==> config.mk <==
export PLATFORM = sky130hd
export DESIGN_NAME = daq_sram_writer
export DESIGN_NICKNAME = d
export VERILOG_FILES = /design/src/rtl/daq_sram_writer.sv
export SDC_FILE = /design/constraint.sdc
export NUM_CORES = 1
export LEC_CHECK = 0
export ABC_CLOCK_PERIOD_IN_PS = 3000
export CORE_MARGIN = 2
export CORE_UTILIZATION = 39
export CTS_BUF_LIST = sky130_fd_sc_hd__clkbuf_16
export CTS_CLUSTER_DIAMETER = 200
export DETAILED_ROUTE_END_ITERATION = 8
export MAX_ROUTING_LAYER = met4
export PLACE_DENSITY_LB_ADDON = 0.05
export SETUP_SLACK_MARGIN = 0.02
export SYNTH_ARGS = -nofsm -noshare
export SYNTH_HDL_FRONTEND = slang
export SYNTH_SLANG_ARGS = --single-unit
==> constraint.sdc <==
create_clock -name wb_clk -period 3 [get_ports wb_clk]
set_input_delay 0.6 -clock wb_clk [delete_from_list [all_inputs] [get_ports wb_clk]]
set_output_delay 0.6 -clock wb_clk [all_outputs]
set_load 0.02 [all_outputs]
==> src/rtl/daq_sram_writer.sv <==
// daq_sram_writer: Wishbone write master that streams one DAQ channel into a circular SRAM buffer.
// Optional ack watchdog of TIMEOUT_CYCLES is built only when DAQ_SRAM_WRITER_TIMEOUT_EN is defined.
module daq_sram_writer #(
  parameter int dw             = 32,
  parameter int aw             = 32,
  parameter int TIMEOUT_CYCLES = 255
) (
  input  logic          wb_clk,
  input  logic          wb_rst,
  input  logic          enable,
  input  logic          start_sram,
  input  logic [dw-1:0] data_in,
  input  logic [aw-1:0] base_address,
  input  logic [15:0]   buffer_words,
  output logic          data_done,
  output logic [aw-1:0] m_wb_adr_o,
  output logic [dw-1:0] m_wb_dat_o,
  output logic [3:0]    m_wb_sel_o,
  output logic          m_wb_we_o,
  output logic          m_wb_cyc_o,
  output logic          m_wb_stb_o,
  input  logic          m_wb_ack_i,
  input  logic          m_wb_err_i,
  output logic [15:0]   word_count,
  output logic          buffer_wrap,
  output logic          error
);

  typedef enum logic [1:0] {
    IDLE  = 2'd0,
    WRITE = 2'd1,
    DONE  = 2'd2
  } state_t;

  state_t        state_q;
  logic          enable_q;
  logic [15:0]   index_q;
  logic [15:0]   index_d;
  logic [15:0]   count_q;
  logic [15:0]   count_d;
  logic          wrap_d;
  logic [aw-1:0] adr_q;
  logic [aw-1:0] adr_d;
  logic [dw-1:0] dat_q;
  logic [3:0]    sel_q;
  logic          we_q;
  logic          cyc_q;
  logic          stb_q;
  logic          done_q;
  logic          wrap_q;
  logic          error_q;

  logic          enable_rise_s;
  logic [15:0]   last_idx_s;
  logic [15:0]   start_idx_s;
  logic          timeout_s;
  logic          bus_fail_s;
  logic [1:0]    unused_adr_s;

  assign unused_adr_s = base_address[1:0];

  // Next index/count, wrap decision and the word address for a new transaction.
  always_comb begin
    enable_rise_s = enable & ~enable_q;
    // A zero length buffer behaves as a single-word buffer.
    if (buffer_words == 16'd0) begin
      last_idx_s = 16'd0;
    end else begin
      last_idx_s = buffer_words - 16'd1;
    end
    // >= so that shrinking buffer_words below the live index still wraps cleanly.
    if (index_q >= last_idx_s) begin
      index_d = 16'd0;
      wrap_d  = 1'b1;
    end else begin
      index_d = index_q + 16'd1;
      wrap_d  = 1'b0;
    end
    if (count_q == 16'hFFFF) begin
      count_d = count_q;
    end else begin
      count_d = count_q + 16'd1;
    end
    if (enable_rise_s) begin
      start_idx_s = 16'd0;
    end else begin
      start_idx_s = index_q;
    end
    adr_d = {base_address[aw-1:2], 2'b00} + aw'({start_idx_s, 2'b00});
  end

`ifdef DAQ_SRAM_WRITER_TIMEOUT_EN
  localparam int WDW = $clog2(TIMEOUT_CYCLES + 1);

  logic [WDW-1:0] wd_q;

  assign timeout_s = (state_q == WRITE) && (wd_q == WDW'(TIMEOUT_CYCLES - 1));

  // Ack watchdog: counts cycles spent in WRITE, restarted outside it.
  always_ff @(posedge wb_clk or negedge wb_rst) begin
    if (!wb_rst) begin
      wd_q <= '0;
    end else if (state_q != WRITE) begin
      wd_q <= '0;
    end else begin
      wd_q <= wd_q + WDW'(1);
    end
  end
`else
  logic [31:0] unused_timeout_s;

  assign unused_timeout_s = 32'(TIMEOUT_CYCLES);
  assign timeout_s        = 1'b0;
`endif

  // An error (or watchdog expiry) takes priority over a simultaneous ack.
  assign bus_fail_s = m_wb_err_i | timeout_s;

  // Transaction state machine with all bus and status outputs registered.
  always_ff @(posedge wb_clk or negedge wb_rst) begin
    if (!wb_rst) begin
      state_q  <= IDLE;
      enable_q <= 1'b0;
      index_q  <= 16'd0;
      count_q  <= 16'd0;
      adr_q    <= '0;
      dat_q    <= '0;
      sel_q    <= 4'h0;
      we_q     <= 1'b0;
      cyc_q    <= 1'b0;
      stb_q    <= 1'b0;
      done_q   <= 1'b0;
      wrap_q   <= 1'b0;
      error_q  <= 1'b0;
    end else begin
      enable_q <= enable;
      if (enable_rise_s) begin
        index_q <= 16'd0;
        count_q <= 16'd0;
        error_q <= 1'b0;
      end
      case (state_q)
        IDLE: begin
          done_q <= 1'b0;
          wrap_q <= 1'b0;
          if (enable && start_sram) begin
            adr_q   <= adr_d;
            dat_q   <= data_in;
            sel_q   <= 4'hF;
            we_q    <= 1'b1;
            cyc_q   <= 1'b1;
            stb_q   <= 1'b1;
            state_q <= WRITE;
          end
        end
        WRITE: begin
          if (bus_fail_s || m_wb_ack_i) begin
            sel_q   <= 4'h0;
            we_q    <= 1'b0;
            cyc_q   <= 1'b0;
            stb_q   <= 1'b0;
            done_q  <= 1'b1;
            state_q <= DONE;
            if (bus_fail_s) begin
              error_q <= 1'b1;
            end else begin
              index_q <= index_d;
              count_q <= count_d;
              wrap_q  <= wrap_d;
            end
          end
        end
        DONE: begin
          done_q  <= 1'b0;
          wrap_q  <= 1'b0;
          state_q <= IDLE;
        end
        default: begin
          sel_q   <= 4'h0;
          we_q    <= 1'b0;
          cyc_q   <= 1'b0;
          stb_q   <= 1'b0;
          done_q  <= 1'b0;
          wrap_q  <= 1'b0;
          state_q <= IDLE;
        end
      endcase
    end
  end

  assign data_done   = done_q;
  assign m_wb_adr_o  = adr_q;
  assign m_wb_dat_o  = dat_q;
  assign m_wb_sel_o  = sel_q;
  assign m_wb_we_o   = we_q;
  assign m_wb_cyc_o  = cyc_q;
  assign m_wb_stb_o  = stb_q;
  assign word_count  = count_q;
  assign buffer_wrap = wrap_q;
  assign error       = error_q;

endmodule

Word level (Yosys, flattened, before mapping)
Cells that the tools add are included.

Add/sub/neg operators: 4. Multiply operators: 0. Divide/modulo/power cells: 0. $lt $le $gt $ge: 1. Eq/ne operators: 7. Shift operators: 0. Mux-type cells: 30. Bitwise operators: 3. Reductions and logical operators: 8.

Operators with widths (number): 16-bit 2-to-1 mux (11); 16-bit by 1-bit adder with 16-bit output, second input constant (2); 32-bit by 18-bit adder with 32-bit output (1); 16-bit equality test, second input constant (1); 16-bit >= comparator (1); 16-bit zero test (1); 16-bit by 1-bit subtractor with 16-bit output, second input constant (1); 1-bit 2-to-1 mux (12); 4-bit one-hot mux with 3 select lines (1); 4-bit 2-to-1 mux (2); 2-bit != test, second input constant (3); 2-bit AND reduction (3); 2-bit 2-to-1 mux (2); 4-bit != test, second input constant (1); 2-bit one-hot mux with 2 select lines (1); 1-bit one-hot mux with 3 select lines (1); 3-bit AND reduction (1); 2-bit by 1-bit equality test with 1-bit output, second input constant (1); 2-bit equality test, second input constant (1); 2-bit zero test (1); 1-bit NOT (2); 1-bit AND (1); 1-bit logical AND (1); 1-bit logical OR (1).

Register bits after elaboration: 107. Bits in latches: 0. Bits in writable memories: 0. ROM bits: 0. Input bits: 86. Output and inout bits: 90. Word-level logic and storage cells: 64. Memories kept: 0.

Longest topological paths before layout
Depth after elaboration: 7. Gate-level depth with buffers: 16. Mapped depth without buffers: 15.

Worst setup path before layout
Ideal clock, no wire load.

Path kind: in2reg. From: input buffer_words[5]. To: register index_q[9]. Setup time: 0.121 ns. Arrival time: 3.441 ns. Required time: 2.879 ns. Path slack: -0.562 ns. Cell stages on the path: 14. Path buffers: 0. Cell sequence: nor4_2 -> nand2_1 -> nor3_2 -> nand2_1 -> nor4_1 -> xor2_1 -> nand2_1 -> ha_1 -> nand4_1 -> or4_4 -> o211ai_4 -> or2_4 -> o21ai_2 -> a22o_1.

Longest elaborated chain between the ends: 7. Elaborated cells on any way between the ends: 8. Classes of those cells: add/sub: 1; order compare: 1; mux: 5; reduce/logical: 1.

RTL lines: from (decl) (RTL line 14) `input logic [15:0] buffer_words,`; 16-bit by 1-bit subtractor with 16-bit output / 16-bit zero test (equally long branches) (RTL line 69, 66); 16-bit 2-to-1 mux * (RTL line 66) `if (buffer_words == 16'd0) begin`; 16-bit >= comparator * (RTL line 72) `if (index_q >= last_idx_s) begin`; 16-bit 2-to-1 mux * (RTL line 72); 16-bit 2-to-1 mux * (RTL line 164) `if (bus_fail_s) begin`; 16-bit 2-to-1 mux * (RTL line 157) `if (bus_fail_s || m_wb_ack_i) begin`; 16-bit 2-to-1 mux * (RTL line 142) `case (state_q)`; to (signal assigned) (RTL line 167) `index_q <= index_d;`; to (decl) (RTL line 37) `logic [15:0] index_q;`.

Every way passes the cells marked *; elsewhere a longest branch is shown, timed or not. A chain may end at the register's enable or synchronous reset.

Worst setup path after layout
From: input buffer_words[4]. To: register index_q[9].

Same word-level chain as after synthesis.

==> reports/metrics.cfg <==
[outcome]
status = finished, violations left
violations = setup timing

[cells_and_area]
drive_gt1_frac = 0.178
antenna_cells = 0
postLayoutCellArea_um2 = 9290
post-route-util = 0.607
layout.nets = 1095
final_common_cell = nand2_1
synthToLayoutAreaGrowth_pct = 50.6
nFillCells = 1365
final_cell_mix = nand2_1, clkdlybuf4s50_1, dfrtp_1, buf_4, nor2_1

[route]
viasPerCell = 4.99
antenna_left = 0
drt-initial-drc-count = 258
dr.pass1.iters = 4
vias = 5925
route.detailed.drc = 0
wl_per_cell_um = 14.3
wirelength_mm = 17.0

[power_and_ir_drop]
p_per_area_nw_per_um2 = 444
ir_drop_v = 0.000270
power.total_mw = 4.13
p_leak_nw = 4.26

[logic_synthesis]
ys_seq_elements = 101
ys_seq_area_frac = 0.410
synth-edff-count = 0
synthCells = 719
yosysUniqueCellTypes = 70
synth_area_um2 = 6170
yosys-top-cells-area = dfrtp_1, nand2_1, ha_1
async_flop_share = 1.00
avgSynthCellArea_um2 = 8.58
yosys.area.top_type = dfrtp_1
ys.flop_type = dfrtp_1
ys_warn_count = 0
synth_top_area_share = 0.410

[timing]
timing.slew.headroom = 0.480
worstMarginPinSlew_ns = 0.780
hold_viol_final = 0
max_freq_ghz = 0.296
clock_skew_ns = 0.00983
slew_violations = 0
hold_ws_ns = 0.319
setup_viol = 17
grt_setup_unrepaired = yes
finalCritPeriodShare = 1.12
setup_slack_ns = -0.374
post-route-min-period_ns = 3.37

[setup_path]
cp-end-kind = flop
cp-startpoint = buffer_words[4]
crit_type = input port to flop
arrival_ns = 3.62
cp-start-kind = input port
reg2reg_from = enable_q
path_max_fanout = 5
worstPathRequired_ns = 3.25

[clock_network]
clock-sinks = 101
cts_inserted_buffers = 9
holdBufCountCts = 0
cts_tree = built
htree_num_levels = 3
clk_path_buf_depth = 2
clkSlewWorstSetupHoldPaths_ns = 0.07
clkLatencyLatePin_ns = 0.36
root_buffer = clkbuf_16

[grt]
grt_start_max_net_pins = 73
grt_pass1_wl_mm = 27.4
grt_util_all_layers = 0.208
antenna_found_initial = 0
overflow = 0
grt_pass1_vias = 5896

[placed_design]
dp_slack_ns = -1.64
portBuffers = 171
dp_hpwl_mm = 12.7
placed_area_um2 = 8710
gp_congestion = 0.867

[floorplanning]
initial_core_util = 0.403
die_y_um = 130
coreArea_um2 = 15300
num_rows = 45
io_pins = 176
floorplan.die_area_um2 = 16800
die_width_um = 130

[flow_run]
maxCapViolations = 0

[worst_hold_path]
hp-class = input port to async pin

synthesized netlist by cell type, drive strengths merged, types with 9 or more instances:
library cell and count:
buf 14, nor2 44, clkbuf 20, a21o 9
a31oi 22, a21oi 27, dfrtp 101, o21ai 47
ha 36, inv 13, nor3 11, and2 18
nand3 27, nand4 11, nand2 187, xnor2 21
xor2 21
repair_timing:
| item | in CTS | in global routing |
|---|---|---|
| gates cloned | 3 | 2 |
| endpoints found under the hold margin | 0 | 0 |
| resized for setup | 46 | 13 |
| setup buffers | 11 | 2 |
| pin swaps | 31 | 26 |
| setup endpoints to repair | 20 | 25 |
final timing paths:
kind | slack, ns | depth (start not counted) | end
max | -0.37 | 17 | index_q[9]
min | 0.32 | 1 | m_wb_dat_o[31]
max reg2reg | 0.34 | 12 | m_wb_adr_o[15]
min reg2reg | 0.48 | 2 | m_wb_dat_o[21]
max in group asynchronous | 1.95 | 2 | index_q[9]
min in group wb_clk | 0.48 | 2 | m_wb_dat_o[21]
kinds of logic after synthesis:
group	after synthesis	synth area share
other	1	0.000608
multiplexers	3	0.00528
flip-flops	101	0.410
AND/OR/NAND/NOR	338	0.250
XOR/XNOR	42	0.0597
buffers and inverters	47	0.0351
adder cells (fa/ha/maj)	37	0.0763
AO/OA/AOI/OAI	150	0.163
state kept, by name, summed over array words and instances (netlist names):
register	flops
word_count	16
buffer_wrap	1
state_q	2
error	1
m_wb_sel_o	1
m_wb_dat_o	32
m_wb_adr_o	30
index_q	16
enable_q	1
data_done	1
worst max-delay path, cell delays in order:
cell	delay [ns]
buf_6	0.10
nor4_4	0.35
nand2_1	0.15
nor3_2	0.16
buf_4	0.15
nand2_2	0.08
buf_4	0.14
xnor2_1	0.12
nand2_1	0.08
ha_1	0.29
nand4_1	0.13
or4_4	0.57
o211ai_4	0.20
buf_6	0.13
or2_4	0.14
o21ai_2	0.05
a22o_1	0.20
per-layer routing:
layer / routed length (µm) / part of all wire / GRT usage / up-vias
met2: 8400 / 0.49 / 0.358 / 149
met4: 318 / 0.019 / 0.0689 / 0
li1: - / - / - / 2999
met1: 7610 / 0.45 / 0.249 / 2751
met5: 0 / 0 / - / -
met3: 694 / 0.041 / 0.0344 / 26
per-stage QoR:
step	cells	setup TNS, ns
after global placement	1154	-27.55
after floorplan	720	-6.27
after CTS	1183	-7.54
final	1187	-5.27
after detailed placement	1154	-30.30
after global routing	1187	-7.98
final cells by class:
class	count	area (µm²)	share of cell area
clock buffers	9	225	0.0242
inverters	13	48.8	0.00525
repair buffers	272	2500	0.269
well taps	211	264	0.0284
flip-flops and latches	101	2530	0.272
multi-input cells	575	3680	0.396
clock inverters	6	38.8	0.00418
report_power, final:
| group | switching [mW] | total [mW] | internal, mW |
|---|---|---|---|
| logic | 0.686 | 1.35 | 0.668 |
| registers | 0.118 | 1.68 | 1.56 |
| clock network | 0.534 | 1.09 | 0.559 |
| total | 1.34 | 4.13 | 2.79 |
Note: power is estimated with default switching activity, not from simulation.
==> RTL change, RTL diff (same settings) <==
Re-encode `state_t` (3 states) as one-hot, 3 bits wide.
--- a/src/rtl/daq_sram_writer.sv
+++ b/src/rtl/daq_sram_writer.sv
@@ -27,8 +27,8 @@
 );
 
-  typedef enum logic [1:0] {
-    IDLE  = 2'd0,
-    WRITE = 2'd1,
-    DONE  = 2'd2
+  typedef enum logic [2:0] {
+    IDLE  = 3'b001,
+    WRITE = 3'b010,
+    DONE  = 3'b100
   } state_t;
 
Formal check against the unedited RTL: same outputs for any inputs over 10 cycles, from zero or initial values and one cycle with wb_rst low; not proved beyond that.
==> RTL change against the original RTL <==
- the flow still finishes with violations (negative setup slack)
- non-clock buffer count up 1
- power increased by 0.71%
- count of clock-buffer cells in the layout unchanged
- design area rose by 3.1%
- routed wire length increased by 1.3%
- area after synthesis increased by 1.7%
- setup slack improved by 0.077 ns
- sequential cell count up 1
- critical endpoint is now index_q[4]$_DFF_PN0_
- largest power group unchanged
==> RTL change: results (changes against the original RTL) <==
stage,metric,value,unit,change
worst_setup_path,crit path DAT,3.53,ns,-0.09 ns
place,Placement Cell Area,8760,sq um,+0.55%
worst_setup_path,"reg-to-reg slack, setup",0.26,ns,-0.08 ns
synth,synthesized area per cell,8.45,sq um,-1.4%
place,cell count after placement,1180,,+2.3%
timing,max_slew headroom,48.1,%,+0.11 points
drt,routed vias,6082,,+2.6%
global_route,largest net degree at the start of global routing,61,,-16%
layout,Nets,1115,,+1.8%
global_route,first-pass GRT wire length,27600,microns,+0.83%
drt,WL met3,714,microns,+2.9%
run_status,failing checks,negative setup slack,,
layout,layout cells sized above 1,19.9,%,+2.0 points
drt,Metal-1 WL,7850,microns,+3.2%
drt,routed wl met2,8300,microns,-1.2%
global_route,met3 GRT Util,3.62,%,+0.18 points
timing,Fin Setup TNS,-4.40,ns,+0.873 ns
timing,final setup violation count,17,,unchanged
power_and_ir_drop,total leakage power,4.40,nW,+3.3%
place,dpl hpwl,12700,microns,+0.33%
worst_setup_path,worst-path maximum fanout,4,,-1
worst_setup_path,Setup crit end,index_q[4]$_DFF_PN0_,,
place,final RePlAce weighted congestion,0.848,,-2.1%
timing,worst setup margin,-0.297,ns,+0.0771 ns
drt,1st-iter DRT viols,249,,-3.5%
drt,final wirelength,17200,microns,+1.3%
synth,"top cells by count, synth","nand2_1 (187), dfrtp_1 (101), o21ai_0 (81)",,
worst_setup_path,max incr delay on CP,0.53,ns,-0.04 ns
global_route,number of global-route vias before repair,5772,,-2.1%
worst_setup_path,worst setup path start,buffer_words[2],,
layout,multi-input logic area,3880,sq um,+5.5%
run_status,outcome,finished with violations,,
drt,Via density,5.01,,+0.45%
synth,synth top area cells,"dfrtp_1 (40%), nand2_1 (11%), ha_1 (7.2%), o21ai_0 (6.5%), a21oi_1 (3.4%)",,
place,pre-CTS setup slack,-1.35,ns,+0.296 ns
-- RTL change: changes by cell type after synthesis, sizes merged, moves of 7 or more --
cell	before	now
o21ai	47	83
and3	6	15
a31oi	22	8
nand3	27	17
nor2	44	31
clkbuf	20	27
a21oi	27	43
-- RTL change: what timing repair did --
action	4_1_cts	5_1_grt
cloned	2	1
resized for setup	91	45
setup endpoints to repair	34	29
setup buffers	12	2
pin swaps	34	28
-- RTL change: final cells by class --
type	instances	share of cell area (%)
clock inverter	7	0.693
timing repair buffer	273	26.5
sequential	102	26.7
multi-input combinational	597	40.6
tap	216	2.82
clock buffer	9	2.35
inverter	9	0.353
-- RTL change: cells by family (layout without fill, tap and decap cells) --
family,count (synthesis),in the layout,share of synthesized area (%)
AO/OA/AOI/OAI,184,186,17.7
XOR/XNOR,36,36,5.03
adder cells (fa/ha/maj),37,37,7.50
buffers and inverters,46,298,3.27
flip-flops,102,102,40.7
multiplexers,2,2,0.339
other,1,2,0.0598
AND/OR/NAND/NOR,334,334,25.4
-- RTL change: worst min path at each step --
stage	start	end	slack, ns	cells after the start
after global placement	m_wb_dat_o[5]$_DFFE_PN0P_	m_wb_dat_o[5]$_DFFE_PN0P_	0.46	2
after detailed placement	m_wb_dat_o[31]$_DFFE_PN0P_	m_wb_dat_o[31]$_DFFE_PN0P_	0.46	2
final	wb_rst	m_wb_dat_o[7]$_DFFE_PN0P_	0.32	1
after floorplan	wb_rst	buffer_wrap$_DFFE_PN0P_	0.30	0
after global routing	wb_rst	m_wb_dat_o[6]$_DFFE_PN0P_	0.36	1
after CTS	wb_rst	m_wb_dat_o[6]$_DFFE_PN0P_	0.34	1
-- RTL change: power breakdown --
group	leakage, nW	switching, mW	internal [mW]
logic	2.93	0.661	0.632
registers	1.32	0.114	1.58
clock network	0.150	0.532	0.643
